**src/rtl/hex_score_controller_if.sv**
```systemverilog
// Score handshake bundle between the score counter and the HEX controller.
// Ports: score_valid/score from the producer, score_ready back from the controller.
// Producer holds score_valid and score stable until score_ready is seen at a clock edge.
interface hex_score_controller_if;
   logic        score_valid;
   logic [19:0] score;
   logic        score_ready;

   modport master (output score_valid, output score, input score_ready);
   modport slave  (input score_valid, input score, output score_ready);
endinterface

```
**src/rtl/hex_score_controller.sv**
```systemverilog
// Converts a binary score (clamped to 999999) to BCD, then scans one shared 7-seg decoder into HEX0..HEX5.
// Latency: accept at E0, 20 double-dabble edges, HEX0..HEX5 written E21..E26, done pulses after E26.
// Backpressure: score_ready is high only in IDLE; offers made while busy are simply not taken.
// Ports: clock, resetn (async, active-low); sif (score_valid/score/score_ready);
//        busy, done (one-cycle pulse), HEX0..HEX5 (registered, active-low, bit0=a .. bit6=g).
module hex_score_controller #(
   parameter bit BLANK_LEADING = 1'b1
) (
   input  logic                         clock,
   input  logic                         resetn,
   hex_score_controller_if.slave        sif,
   output logic                         busy,
   output logic                         done,
   output logic [6:0]                   HEX0,
   output logic [6:0]                   HEX1,
   output logic [6:0]                   HEX2,
   output logic [6:0]                   HEX3,
   output logic [6:0]                   HEX4,
   output logic [6:0]                   HEX5
);

   typedef enum logic [1:0] {S_IDLE, S_CONVERT, S_SCAN} state_t;

   localparam logic [6:0]  SEG_BLANK = 7'h7F;
   localparam logic [6:0]  SEG_ZERO  = 7'h40;
   localparam logic [6:0]  HEX_RST   = BLANK_LEADING ? SEG_BLANK : SEG_ZERO;
   localparam logic [19:0] SCORE_MAX = 20'd999999;

   state_t           state_q, state_d;
   logic [19:0]      shift_q, shift_d;
   logic [23:0]      bcd_q, bcd_d;
   logic [4:0]       iter_q, iter_d;
   logic [2:0]       dig_q, dig_d;
   logic             done_q, done_d;
   logic [5:0][6:0]  hex_q, hex_d;

   logic [23:0]      bcd_adj;
   logic [3:0]       cur_nib;
   logic [7:0]       zero_above;
   logic             blank_cur;
   logic [6:0]       seg_cur;

   // Shared decoder; codes 10-15 cannot come out of a valid conversion, show blank if they do.
   function automatic logic [6:0] seg7(input logic [3:0] nib);
      case (nib)
         4'd0:    seg7 = 7'h40;
         4'd1:    seg7 = 7'h79;
         4'd2:    seg7 = 7'h24;
         4'd3:    seg7 = 7'h30;
         4'd4:    seg7 = 7'h19;
         4'd5:    seg7 = 7'h12;
         4'd6:    seg7 = 7'h02;
         4'd7:    seg7 = 7'h78;
         4'd8:    seg7 = 7'h00;
         4'd9:    seg7 = 7'h10;
         default: seg7 = SEG_BLANK;
      endcase
   endfunction

   // Add-3 correction applied to every nibble before the shift.
   always_comb begin
      bcd_adj = bcd_q;
      for (int i = 0; i < 6; i++) begin
         if (bcd_q[i*4 +: 4] >= 4'd5)
            bcd_adj[i*4 +: 4] = bcd_q[i*4 +: 4] + 4'd3;
      end
   end

   // zero_above[k]: nibbles k..5 are all zero. Bits 7:6 pad the index range of dig_q.
   always_comb begin
      zero_above      = 8'b0;
      zero_above[5]   = (bcd_q[23:20] == 4'd0);
      for (int k = 4; k >= 0; k--)
         zero_above[k] = zero_above[k+1] & (bcd_q[k*4 +: 4] == 4'd0);
   end

   assign cur_nib   = bcd_q[{dig_q, 2'b00} +: 4];
   assign blank_cur = BLANK_LEADING && (dig_q != 3'd0) && zero_above[dig_q];
   assign seg_cur   = blank_cur ? SEG_BLANK : seg7(cur_nib);

   always_comb begin
      state_d = state_q;
      shift_d = shift_q;
      bcd_d   = bcd_q;
      iter_d  = iter_q;
      dig_d   = dig_q;
      done_d  = 1'b0;
      hex_d   = hex_q;
      case (state_q)
         S_IDLE: begin
            if (sif.score_valid) begin
               shift_d = (sif.score > SCORE_MAX) ? SCORE_MAX : sif.score;
               bcd_d   = 24'd0;
               iter_d  = 5'd0;
               state_d = S_CONVERT;
            end
         end
         S_CONVERT: begin
            {bcd_d, shift_d} = {bcd_adj, shift_q} << 1;
            iter_d = iter_q + 5'd1;
            if (iter_q == 5'd19) begin
               state_d = S_SCAN;
               dig_d   = 3'd0;
            end
         end
         S_SCAN: begin
            for (int k = 0; k < 6; k++) begin
               if (dig_q == 3'(k))
                  hex_d[k] = seg_cur;
            end
            dig_d = dig_q + 3'd1;
            if (dig_q == 3'd5) begin
               state_d = S_IDLE;
               dig_d   = 3'd0;
               done_d  = 1'b1;
            end
         end
         default: state_d = S_IDLE;
      endcase
   end

   always_ff @(posedge clock or negedge resetn) begin
      if (!resetn) begin
         state_q <= S_IDLE;
         shift_q <= 20'd0;
         bcd_q   <= 24'd0;
         iter_q  <= 5'd0;
         dig_q   <= 3'd0;
         done_q  <= 1'b0;
         hex_q   <= {HEX_RST, HEX_RST, HEX_RST, HEX_RST, HEX_RST, SEG_ZERO};
      end else begin
         state_q <= state_d;
         shift_q <= shift_d;
         bcd_q   <= bcd_d;
         iter_q  <= iter_d;
         dig_q   <= dig_d;
         done_q  <= done_d;
         hex_q   <= hex_d;
      end
   end

   // Pure decodes of the state register: no path from score_valid.
   assign sif.score_ready = (state_q == S_IDLE);
   assign busy            = (state_q != S_IDLE);
   assign done            = done_q;
   assign HEX0 = hex_q[0];
   assign HEX1 = hex_q[1];
   assign HEX2 = hex_q[2];
   assign HEX3 = hex_q[3];
   assign HEX4 = hex_q[4];
   assign HEX5 = hex_q[5];

endmodule

```
**src/flat_wrapper.sv**
```systemverilog
// flat-port wrapper written by rule: the top's interface ports become plain ports
module hex_score_controller_flat 
#(
   parameter bit BLANK_LEADING = 1'b1
)
  (clock, resetn, busy, done, HEX0, HEX1, HEX2, HEX3, HEX4, HEX5, sif_score_valid, sif_score, sif_score_ready);
  hex_score_controller_if sif_i ();
  input  logic clock;
  input  logic resetn;
  output logic busy;
  output logic done;
  output logic [6:0] HEX0;
  output logic [6:0] HEX1;
  output logic [6:0] HEX2;
  output logic [6:0] HEX3;
  output logic [6:0] HEX4;
  output logic [6:0] HEX5;
  input wire logic [$bits(sif_i.score_valid)-1:0] sif_score_valid;
  input wire logic [$bits(sif_i.score)-1:0] sif_score;
  output wire logic [$bits(sif_i.score_ready)-1:0] sif_score_ready;
  assign sif_i.score_valid = sif_score_valid;
  assign sif_i.score = sif_score;
  assign sif_score_ready = sif_i.score_ready;
  hex_score_controller #(.BLANK_LEADING(BLANK_LEADING)) u_core (.clock(clock), .resetn(resetn), .sif(sif_i), .busy(busy), .done(done), .HEX0(HEX0), .HEX1(HEX1), .HEX2(HEX2), .HEX3(HEX3), .HEX4(HEX4), .HEX5(HEX5));
endmodule
```
**config.mk**
```make
export PLATFORM = sky130hd
export DESIGN_NAME = hex_score_controller_flat
export DESIGN_NICKNAME = d
export VERILOG_FILES = /design/src/rtl/hex_score_controller_if.sv /design/src/rtl/hex_score_controller.sv /design/src/flat_wrapper.sv
export SDC_FILE = /design/constraint.sdc
export NUM_CORES = 1
export LEC_CHECK = 0
export BUFFER_PORTS_ARGS = -buffer_cell sky130_fd_sc_hd__buf_2
export CORE_AREA = 5 5 98 100
export CTS_BUF_LIST = sky130_fd_sc_hd__clkbuf_2 sky130_fd_sc_hd__clkbuf_4 sky130_fd_sc_hd__clkbuf_8
export DETAILED_ROUTE_END_ITERATION = 6
export DIE_AREA = 0 0 103 105
export HOLD_SLACK_MARGIN = 0.03
export PLACE_DENSITY = 0.81
export SLEW_MARGIN = 10
export SYNTH_ARGS = -nofsm -noshare
export SYNTH_HDL_FRONTEND = slang
export SYNTH_SLANG_ARGS = --single-unit
```
**constraint.sdc**
```tcl
create_clock -name clock -period 4.3 [get_ports clock]
set_input_delay 0.215 -clock clock [delete_from_list [all_inputs] [get_ports clock]]
set_output_delay 0.215 -clock clock [all_outputs]
set_load 0.05 [all_outputs]
```
# == After elaboration in Yosys (flattened, before gate mapping) ==
# Memories as Yosys holds them, arrays and structs flattened.
# Index checks and enable logic that the tools add are counted.
# totals
reg_bits,97
inputBits,23
mem_bits_ro,112
memories,1
output_inout_bits,45
# classes
bitwise_logic,5
shift,1
n_lt_le_gt_ge,8
n_mux,25
n_reduce_logical,22
n_eq_ne,11
add_sub_neg,8
# memory_table
memory,depth,word_bits,read_ports,rd_ports_with_merged_regs,wr,line_no,source
(no name shown),16,7,1,0,0,hex_score_controller.sv:45,case (nib)
# ops
cell,count
case mux 24 bit (2 select lines),1
2-to-1 mux 20 bit,2
case mux 20 bit (2 select lines),1
>= comparator 4 x 3 -> 1 bit (second input constant),6
logical NOT 4 bit,6
2-to-1 mux 24 bit,1
variable part select 24 x 6 -> 4 bit,1
adder 4 x 2 -> 4 bit (second input constant),5
> comparator 20 bit (second input constant),1
2-to-1 mux 4 bit,5
AND reduction 2 bit,8
case mux 5 bit (2 select lines),1
2-to-1 mux 3 bit,3
2-to-1 mux 7 bit,1
== test 3 x 2 -> 1 bit (second input constant),2
== test 3 bit (second input constant),2
2-to-1 mux 2 bit,3
case mux 2 bit (3 select lines),1
case mux 3 bit (2 select lines),1
nonzero test 2 bit,3
adder 5 x 1 -> 5 bit (second input constant),1
bitwise AND 1 bit,5
== test 5 bit (second input constant),1
2-to-1 mux 5 bit,1
other kinds (15),18

# == Logic depth before layout (Yosys ltp) ==
# Gate-level depths: netlist of the first run.
# depth
ltp_word,10
mapped_depth,11

# == Least setup slack after synthesis of the first run ==
# Ideal clock, no wire load.
# synth_path
path_type,register -> register
from,reg u_core.state_q[0]
to,reg u_core.shift_q[14]
period_less_slack_ns,2.304
slack_ns,1.996
stages_incl_launch_ff,7
t_arrival_ns,2.181
setup_ns,0.123
required_time_ns,4.177
path_cell_list,dfrtp_1 -> clkbuf_1 -> nor2_1 -> nand2_1 -> or2_1 -> clkbuf_1 -> o221a_2
# synth_between
elab_chain_len,3
# synth_lines
element,line_no,source
start: declaration,hex_score_controller.sv:29,"state_t state_q, state_d;"
start signal: assignment,hex_score_controller.sv:132,state_q <= state_d;
logical NOT 2 bit (*),n/a,
net sif_score_ready,flat_wrapper.sv:20,output wire logic [$bits(sif_i.score_ready)-1:0] sif_score_ready;
inequality test 2 bit (no line) / nonzero test 2 bit (equally long branches),n/a,
AND reduction 2 bit (no line),n/a,
end signal: assignment,hex_score_controller.sv:133,shift_q <= shift_d;
end: declaration,hex_score_controller.sv:30,"logic [19:0] shift_q, shift_d;"
# Mark *: on every way through the listed nets, which the timed path passes. The rest lies on a longest branch.
# A chain may end at the register's enable or synchronous reset.

# == Final worst setup path of the first run ==
# layout_path
from,reg u_core.dig_q[1]
to,"reg u_core.hex_q, in the netlist u_core.HEX0[5]"
# layout_between
elab_chain_len,4
# layout_lines
element,line_no,source
start: declaration,hex_score_controller.sv:33,"logic [2:0] dig_q, dig_d;"
start signal: assignment,hex_score_controller.sv:136,dig_q <= dig_d;
"parallel branches: the longest is 4 deep, another holds memory read (16 x 7 bit)",n/a,
end signal: assignment,hex_score_controller.sv:130,"hex_q <= {HEX_RST, HEX_RST, HEX_RST, HEX_RST, HEX_RST, SEG_ZERO};"
end: declaration,hex_score_controller.sv:35,"logic [5:0][6:0] hex_q, hex_d;"
# Parallel ways; which one is timed is not known. The select of a mux whose other input is x is not followed.

==> results.md, run 1 <==
* Crit path DAT at 2.87 ns
* Via Count at between 3000 and 4000
* Post-synth net total at around 550
* Sequence of cells on the critical path: mux2i_1 > nor3_1 > nor3_2 > inv_1 > ha_1 > o21ai_0 > o21ai_0 > o21ai_2 > o21ai_0
* Count of state elements after synthesis at 97
* Largest delay contributor family on the critical path: flip-flops
* Most frequent cells after synthesis: 61 x dfrtp_1, 56 x nor2_1, 52 x a21oi_1
* Mapped Area at 0.00500 mm^2
* Worst EP required at approximately 4.6 ns
* Hold WS at 0.0700 ns
* Layout Nets at 605
* Layout cells sized above 1 at 0.262
* Post-synth EDFFs at 0
* DR DRC count at 0
* Yosys warnings at 0
* Hold Crit Class: in2reg
* Final Worst Setup Slack at ~1.7 ns
* Register area share after synthesis at 0.494
* Post-Place Setup Slack at ~1.7 ns
* Worst Skew at 0.0116 ns
* Vias in the first global route at around 3900
* Area leader, netlist: dfrtp_1
* Setup_tns at 0 ns
* Peak Freq at between 300 and 400 MHz
* DP Area at 0.00536 mm^2
* Grt total ovfl at 0
* Final worst path period need at between 2 and 3 ns
* Vert. Die Dim at 105 um
* P&R area growth vs syn at 11.3%
* Startpoint of the worst hold path: sif_score[13]
* Max incr delay on CP at between 0.7 and 0.8 ns
* Outcome: finished, final reports clean
* Max-Cap Viols at 0
* CP Launch Point: u_core.dig_q[1]$_DFFE_PN0P_
* CTS buffer count at 9
* Clock Pin Slew Worst Setup and Hold Paths at ~0.10 ns
* Slowest stage cell, crit path: dfrtp_1
* Fin. Hold Viols at 0
* Port-buffer cells at 67
* Post-route ant nets at 0
* Synth top area cells: dfrtp_1 31%, dfstp_2 19%, ha_1 6.3%
* Deepest clock path buffer count at 2
* FP Rows at 34
* Leak at 2.53 nW
* I/O pin total at between 60 and 70
* Crit path top cell by count: o21ai_0
* H-tree depth at 3
* Clock latency on the worst-skew pair at between 0.3 and 0.4 ns
* Initial DRC count at 311
* RD Place Congestion at roughly 0.87
* CP Capture Type: flip-flop
* Most used DFF post-synth: dfrtp_1
* Slew Limit Fails at 0
* Setup violators final at 0
* Most common cell in the netlist: dfrtp_1
* Vias/cell at just under 6
* Initial DRT Pass Iterations at 6
* Final instance area at 0.00557 mm^2
* Setup Fix Bufs, Post-CTS at 0
* CTS tree: yes
* Largest net degree at the start of global routing at 64
* Tcrit/Tclk final at 0.610
* Antenna diodes at 0
* Fill cells at around 700
* Worst Setup Path Type: reg2reg
* Worst IR drop on VDD at about 0.52 mV
* Clock Sinks at between 90 and 100
* Rel. slew slack at 0.415
* Die X at 103 um
* Library cells used by synthesis at 60
* Worst Setup Start Kind: flip-flop
* RSZ-0062 raised after global routing: no
* Core Area at roughly 0.0086 mm^2
* Starting Density at 0.582
* GRT Overall Usage at 0.218
* Critical path peak fanout at 20
* Routed len/inst at 16.8 um
* Initial antenna violation count at 0
* Drt total wl at around 11000 um
* Synthesized area per cell at 9.90 um^2
* Reg-to-reg startpoint: u_core.dig_q[1]$_DFFE_PN0P_
* Global-route wire length before repair at roughly 19000 um
* Ys async rst share at 1.00
* Measured slew at the worst slew-check pin at just under 0.9 ns
* PwrDens at a little under 700 mW/mm^2
* PnR Total Power at 3.81 mW
* Share of the synthesized area in the top cell type at 0.305
* CTS Root Cell: clkbuf_8
* DP HPWL at between 8000 and 9000 um
* Cells after Synth at 505
* WP buf/inv at 1
* Die area at roughly 0.011 mm^2
worst register-to-register path: cells and delay by family, from the launching register on:
kind,cells,cell delay [ns]
multiplexers,1,0.27
buffers and inverters,1,0.18
flip-flops,1,0.78
AND/OR/NAND/NOR,2,0.45
AO/OA/AOI/OAI,4,0.59
adder cells (fa/ha/maj),1,0.23
sequential cells by signal, indices dropped and copies added (netlist names):
signal,flops
u_core.HEX0,7
u_core.HEX1,7
u_core.HEX2,7
u_core.HEX3,7
u_core.HEX4,7
u_core.HEX5,7
u_core.bcd_q,24
u_core.dig_q,3
u_core.done,1
u_core.iter_q,5
u_core.shift_q,20
u_core.state_q,2
cell type report:
type | instances | area [um^2] | share of cell area
Sequential cell | 97 | 2470 | 0.444
Inverter | 25 | 93.8 | 0.0169
Clock buffer | 9 | 124 | 0.0223
Tap cell | 108 | 135 | 0.0243
Multi-Input combinational cell | 353 | 2300 | 0.413
Clock inverter | 7 | 70.1 | 0.0126
Timing Repair Buffer | 71 | 370 | 0.0665
routing by layer:
metal / global-route usage / routed length (um) / vias to the layer above
met2: 0.352 / 5520 / 116
met3: 0.0286 / 646 / 16
met4: 0.0759 / 181 / 0
li1: - / - / 1902
met1: 0.300 / 4910 / 1908
met5: 0 / 0 / -
report_power, final:
group,internal [mW],switching [mW],total [mW]
Sequential,1.18,0.264,1.45
Combinational,0.696,1.08,1.77
Clock,0.229,0.363,0.593
cells by family after synthesis:
logic type / synth area share
AND/OR/NAND/NOR: 0.156
AO/OA/AOI/OAI: 0.205
flip-flops: 0.494
buffers and inverters: 0.0460
adder cells (fa/ha/maj): 0.0626
multiplexers: 0.0250
XOR/XNOR: 0.0105
layout by cell type, fill, tap and decap left out, types with 8 or more instances in the layout:
master,synthesis,routed
inv_1,25,25
buf_2,4,66
nand2b_1,8,8
mux2i_1,10,10
a21oi_1,52,52
o21ai_0,31,31
dfrtp_1,61,61
dfstp_2,36,36
ha_1,25,25
o22ai_1,12,12
nor2_1,56,55
nand2_1,39,39
clkbuf_8,0,9
final timing paths:
kind                                                  end  slack, ns  cells after the start
max                            u_core.HEX0[5]$_DFFE_PN0P_       1.68                      9
min                        u_core.shift_q[13]$_DFFE_PN0P_       0.07                      3
max reg2reg                    u_core.HEX0[5]$_DFFE_PN0P_       1.68                      9
min reg2reg                    u_core.HEX0[6]$_DFFE_PN1P_       0.48                      2
max in group asynchronous      u_core.HEX2[0]$_DFFE_PN1P_       2.89                      3
min in group asynchronous      u_core.HEX0[3]$_DFFE_PN0P_       0.45                      2
through the flow:
step / instances / utilization
floorplan: 505 / -
global placement: 653 / 0.624
detailed placement: 653 / 0.624
CTS: 670 / 0.648
global route: 670 / 0.648
finish: 670 / 0.648
timing repair:
item | in CTS | in global routing
hold buffers | 1 | 0
resized for setup | 0 | 0
hold endpoints to repair | 47 | 0
(Power assumes the default switching activity.)
==> run 2, diff against run 1 <==
Settings changed: ABC_AREA set to 1, CORE_AREA 5 5 98 100 to 5 5 104 106, DIE_AREA 0 0 103 105 to 0 0 109 111, PLACE_DENSITY 0.81 to 0.77.
Clock period 4.3 ns to 2.2 ns, I/O delays scaled along.
==> run 2 against run 1 <==
  * Clock power grew 84%
  * Worst setup slack lost 1.5 ns
  * Design area increased by 8.0%
  * Sequential share of layout area fell by 3.3 points
  * Non-clock buffer count up 24
  * Highest routed layer unchanged
==> results.md, run 2 <==
* Outcome: finished, final reports clean
* Worst EP required at between 2 and 2.5 ns
* Synth top area cells: dfrtp_1 30%, dfstp_2 19%, nand2_1 16%
* Max incr delay on CP at between 0.4 and 0.5 ns
* Peak Freq at ~500 MHz
* Yosys warnings at 0
* Deepest clock path buffer count at 2
* Register area share after synthesis at 0.484
* Port-buffer cells at 67
* Initial DRT Pass Iterations at 5
* GRT Overall Usage at 0.206
* WP buf/inv at 2
* Crit path DAT at roughly 2.3 ns
* Slew Limit Fails at 0
* Most frequent cells after synthesis: 221 x nand2_1, 61 x dfrtp_1, 48 x inv_1
* Die area at between 0.01 and 0.015 mm^2
* Commonest non-fill, non-tap cell in the layout: nand2_1
* Largest net degree at the start of global routing at just over 50
* Grt total ovfl at 0
* Worst Skew at around 0.016 ns
* Slowest stage cell, crit path: dfrtp_1
* Die X at roughly 110 um
* Crit path top cell by count: nand2_1
* H-tree depth at 3
* I/O pin total at between 60 and 70
* Inst Count DP at 824
* Sequence of cells on the critical path: inv_4 > nand3_2 > o21a_1 > nand2_1 > inv_1 > ha_1 > nand3_1 > nand3_2 > nand2_1 > nand2_1
* Share of the synthesized area in the top cell type at 0.299
* Largest delay contributor family on the critical path: simple AND/OR/NAND/NOR gates
* RD Place Congestion at 0.894
* Routed len/inst at roughly 14 um
* Leak at 3.08 nW
* Most frequent cells in the layout: 221 x nand2_1, 66 x buf_2, 60 x dfrtp_1, 48 x inv_1, 44 x o21ai_0
* Count of state elements after synthesis at 97
* Critical path peak fanout at 10
* Core Area at between 0.009 and 0.01 mm^2
* Worst Setup Start Kind: flip-flop
* Measured slew at the worst slew-check pin at 0.596 ns
* Top Registers: u_core.bcd_q: 24 flops, u_core.shift_q: 20 flops
* Worst Setup Path Type: reg2reg
* FP Rows at 36
* PnR Total Power at about 7.5 mW
* Worst IR drop on VDD at ~0.54 mV
* Max reg flops at 24
* Ys async rst share at 1.00
* Final worst path period need at 2.03 ns
* Global-route wire length before repair at approximately 21000 um
* Max-Cap Viols at 0
* Clock latency on the worst-skew pair at between 0.3 and 0.4 ns
* CP Capture Type: flip-flop
* CTS buffer count at 9
* RSZ-0062 raised after global routing: no
* Rel. slew slack at 0.602
* CTS Root Cell: clkbuf_8
* Tcrit/Tclk final at 0.923
* Layout Nets at 764
* Area leader, netlist: dfrtp_1
* CTS tree: yes
* Layout cells sized above 1 at 0.241
* Library cells used by synthesis at 37
* P&R area growth vs syn at 17.7%
* Synthesized area per cell at 8.19 um^2
* PwrDens at 1260 mW/mm^2
* Post-synth net total at roughly 670
* Fin. Hold Viols at 0
* Vert. Die Dim at around 110 um
* Post-synth EDFFs at 0
* Vias/cell at between 5 and 6
* Initial antenna violation count at 0
* Most flops, register: u_core.bcd_q
* Clock Pin Slew Worst Setup and Hold Paths at roughly 0.090 ns
* Starting Density at 0.527
* Vias in the first global route at 4409
* Clock Sinks at 97
* Antenna diodes at 0
* Initial DRC count at approximately 310
* Setup violators final at 0
* DP HPWL at 8820 um
* DR DRC count at 0
* Post-route ant nets at 0
* Via Count at 4490
* Most used DFF post-synth: dfrtp_1
* Drt total wl at ~12000 um
* Mapped Area at between 0.005 and 0.006 mm^2
* Cells after Synth at just over 600
* Setup_tns at 0 ns
* Hold Crit Class: in2reg
* Post-route insts no fill at roughly 850
* Most common cell in the netlist: nand2_1
==> run 2: changes by cell type in the layout (fill, tap and decap cells not counted), moves of 11 or more <==
cell	delta
nand2_1	+182
nand3_1	+21
inv_1	+23
inv_2	+11
a21oi_1	-38
buf_4	+11
nor2_1	-20
o21ai_0	+13
dlygate4sd3_1	+11
==> run 2: cell families (layout without fill, tap and decap cells) <==
family	count (synthesis)	count (layout)	synth area share
simple gates	314	314	0.260
compound gates	105	105	0.123
flops	97	97	0.484
buf+inv	74	172	0.0576
fa+ha+maj	25	25	0.0613
xor+xnor	7	7	0.0120
mux	1	1	0.00196
==> run 2: path summary, 6_finish.rpt <==
path / start / end / slack (ns) / cells after the start
max reg2reg: u_core.dig_q[1]$_DFFE_PN0P_ / u_core.HEX0[1]$_DFFE_PN0P_ / 0.17 / 10
min in group asynchronous: resetn / u_core.HEX0[2]$_DFFE_PN0P_ / 0.29 / 2
max in group asynchronous: resetn / u_core.HEX1[0]$_DFFE_PN1P_ / 1.21 / 3
min: sif_score[18] / u_core.shift_q[18]$_DFFE_PN0P_ / 0.05 / 3
max: u_core.dig_q[1]$_DFFE_PN0P_ / u_core.HEX0[1]$_DFFE_PN0P_ / 0.17 / 10
min reg2reg: u_core.HEX1[6]$_DFFE_PN1P_ / u_core.HEX1[6]$_DFFE_PN1P_ / 0.47 / 2
==> run 2: worst reg2reg max path, stage by stage (launching register included) <==
cell and delay (ns):
dfrtp_1 0.48, inv_4 0.14, nand3_2 0.12, o21a_1 0.20, nand2_1 0.13, inv_1 0.10
ha_1 0.28, nand3_1 0.14, nand3_2 0.19, nand2_1 0.10, nand2_1 0.05
==> run 2: per-stage QoR <==
step	instance area (um^2)	hold slack, ns	utilization	worst slack, ns
global placement	5680	0.155	0.586	0.169
CTS	5980	0.0449	0.617	0.0683
floorplan	5100	-0.186	-	0.306
global route	6010	0.0437	0.621	0.00436
finish	6010	0.0474	0.621	0.168
detailed placement	5680	0.158	0.586	0.0974
==> run 2: what timing repair did <==
item	4_1_cts	5_1_grt
setup endpoints to repair	0	42
endpoints found under the hold margin	24	0
gates resized for setup	0	5
hold buffers	12	0
setup buffers	0	2
==> run 2: final cells by class <==
| cell class | count | area (um^2) |
|---|---|---|
| Fill cell | 845 | 3670 |
| Sequential cell | 97 | 2470 |
| Multi-Input combinational cell | 452 | 2350 |
| Timing Repair Buffer | 95 | 603 |
| Inverter | 61 | 234 |
| Tap cell | 133 | 166 |
| Clock buffer | 10 | 131 |
| Clock inverter | 6 | 48.8 |
==> run 2: per-layer routing <==
metal,routed length (um),share of wire,global-route usage,vias to the layer above
met4,152,0.013,0.0598,0
met5,0,0,0,-
met1,5470,0.45,0.277,2123
met3,655,0.054,0.0303,20
met2,5870,0.48,0.344,122
li1,-,-,-,2225
==> run 2: report_power, final <==
part | internal [mW] | leakage (nW) | switching [mW] | total, mW
clock network | 0.439 | 0.0916 | 0.653 | 1.09
logic | 1.32 | 1.87 | 2.49 | 3.81
registers | 2.31 | 1.12 | 0.335 | 2.64
==> run 3, diff against run 2 <==
--- a/config.mk
+++ b/config.mk
@@ -15,2 +15,3 @@
 export PLACE_DENSITY = 0.77
+export RECOVER_POWER = 25
 export SLEW_MARGIN = 10
==> constraint.sdc (replaced) <==
create_clock -name clock -period 2.2 [get_ports clock]
set_input_delay 0.44 -clock clock [delete_from_list [all_inputs] [get_ports clock]]
set_output_delay 0.44 -clock clock [all_outputs]
set_load 0.05 [all_outputs]
==> run 3 against run 2 <==
  * Via count is 0.24% lower
  * Combinational power hardly changed
  * Hold slack improved by 0.15 ns
  * Fmax shrank 2.4%
  * Critical endpoint is now u_core.HEX0[3]$_DFFE_PN0P_
  * Highest routed layer unchanged
==> results.md, run 3 (synthesized netlist as in run 2, its figures left out) <==
* Outcome: finished, final reports clean
* PwrDens at ~1300 mW/mm^2
* Setup violators final at 0
* Starting Density at 0.527
* Drt total wl at 12000 um
* Routed len/inst at 14.2 um
* Port-buffer cells at 67
* Post-Place Setup Slack at 0.0734 ns
* Commonest non-fill, non-tap cell in the layout: nand2_1
* RD Place Congestion at ~0.86
* Most frequent cells in the layout: 220 x nand2_1, 66 x buf_2, 59 x dfrtp_1, 48 x inv_1, 44 x o21ai_0
* Fin. Hold Viols at 0
* Vias in the first global route at 4320
* WP buf/inv at 3
* Rel. slew slack at 0.317
* Worst IR drop on VDD at 0.565 mV
* Final Worst Setup Slack at 0.119 ns
* CTS tree: yes
* Worst Skew at around 0.012 ns
* Peak Freq at 481 MHz
* Clock Pin Slew Worst Setup and Hold Paths at 0.10 ns
* Initial DRC count at roughly 290
* CP Capture Type: flip-flop
* Initial antenna violation count at 0
* Vert. Die Dim at about 110 um
* Sequence of cells on the critical path: buf_4 > nand3_2 > o21ai_1 > inv_2 > nand2_2 > inv_2 > ha_1 > nand3_1 > nand3_1 > nand3_2 > nand2_1 > nand2_1
* CTS Root Cell: clkbuf_8
* Worst Setup Path Type: reg2reg
* Worst EP required at ~2.5 ns
* Antenna diodes at 0
* Largest delay contributor family on the critical path: simple AND/OR/NAND/NOR gates
* I/O pin total at 68
* Die X at approximately 110 um
* Measured slew at the worst slew-check pin at around 1.0 ns
* Slowest stage cell, crit path: dfrtp_2
* CTS buffer count at 9
* Hold buffers post-CTS at 0
* DR DRC count at 0
* Initial DRT Pass Iterations at 5
* Vias/cell at approximately 5.3
* H-tree depth at 3
* Crit path DAT at approximately 2.4 ns
* Setup_tns at 0 ns
* Final worst path period need at ~2.1 ns
* Leak at around 3 nW
* Deepest clock path buffer count at 2
* Max reg flops at 24
* Global-route wire length before repair at a little over 20000 um
* Core Area at approximately 0.0097 mm^2
* Post-route insts no fill at approximately 840
* Final instance area at about 0.0059 mm^2
* RSZ-0062 raised after global routing: no
* Layout cells sized above 1 at 0.248
* Most flops, register: u_core.bcd_q
* FP Rows at 36
* Worst Setup Start Kind: flip-flop
* Clock Sinks at 97
* Critical path peak fanout at 8
* Tcrit/Tclk final at 0.946
* Die area at 0.0121 mm^2
* Post-route ant nets at 0
* DP Area at roughly 0.0057 mm^2
* Max incr delay on CP at around 0.46 ns
* Layout Nets at about 750
* Clock latency on the worst-skew pair at approximately 0.38 ns
* Slew Limit Fails at 0
* Hold Crit Class: in2async
* GRT Overall Usage at 0.203
* Inst Count DP at 826
* P&R area growth vs syn at 15.4%
* Grt total ovfl at 0
* DP HPWL at approximately 9000 um
* Top Registers: u_core.bcd_q: 24 flops, u_core.shift_q: 20 flops
* Via Count at between 4000 and 5000
* Max-Cap Viols at 0
* Largest net degree at the start of global routing at 45
[run 3: final timing paths]
| check | start | end | slack, ns | cells past startpoint |
|---|---|---|---|---|
| setup / recovery | u_core.dig_q[0]$_DFFE_PN0P_ | u_core.HEX0[3]$_DFFE_PN0P_ | 0.12 | 12 |
| hold / removal | resetn | u_core.HEX0[2]$_DFFE_PN0P_ | 0.19 | 1 |
| setup reg to reg | u_core.dig_q[0]$_DFFE_PN0P_ | u_core.HEX0[3]$_DFFE_PN0P_ | 0.12 | 12 |
| hold reg to reg | u_core.HEX4[2]$_DFFE_PN1P_ | u_core.HEX4[2]$_DFFE_PN1P_ | 0.47 | 2 |
| max in group asynchronous | resetn | u_core.iter_q[0]$_DFFE_PN0P_ | 0.49 | 2 |
| min in group clock | sif_score[0] | u_core.shift_q[0]$_DFFE_PN0P_ | 0.29 | 3 |
[run 3: per-stage QoR]
| stage | utilization | power (mW) | hold WS [ns] |
|---|---|---|---|
| after floorplan | - | 5.40 | 0.144 |
| after global placement | 0.589 | 6.23 | 0.448 |
| after detailed placement | 0.589 | 6.43 | 0.450 |
| after global routing | 0.609 | 8.22 | 0.298 |
| after CTS | 0.608 | 7.55 | 0.0448 |
| final | 0.609 | 7.56 | 0.194 |
[run 3: worst reg2reg max path, delay by kind of cell, from the launching register on]
family / cells / cell delay [ns]
buffers and inverters: 3 / 0.30
and+or+nand+nor: 7 / 0.75
DFF: 1 / 0.46
AOI/OAI and AO/OA: 1 / 0.20
adders and majority gates: 1 / 0.28
[run 3: what timing repair did]
| action | in CTS | in global routing |
|---|---|---|
| buffers inserted | 0 | 2 |
| gates resized for setup | 0 | 6 |
| endpoints found under the hold margin | 0 | 0 |
| endpoints found under the setup margin | 0 | 35 |
[run 3: metal layers]
metal	GRT usage	up-vias	wire, um
met4	0.0673	0	232
li1	-	2195	-
met3	0.0355	24	797
met5	0	-	0
met2	0.327	141	5670
met1	0.275	2119	5290
[run 3: power by group]
group          switching, mW  internal [mW]
combinational           2.48           1.31
sequential             0.343           2.31
clock                  0.684          0.433
[run 3: cell type report]
type | count | area, um^2
well taps | 133 | 166
multi-input cells | 452 | 2350
inverters | 61 | 231
flip-flops and latches | 97 | 2470
fillers | 862 | 3790
repair buffers | 85 | 489
clock inverters | 7 | 58.8
clock buffers | 9 | 124
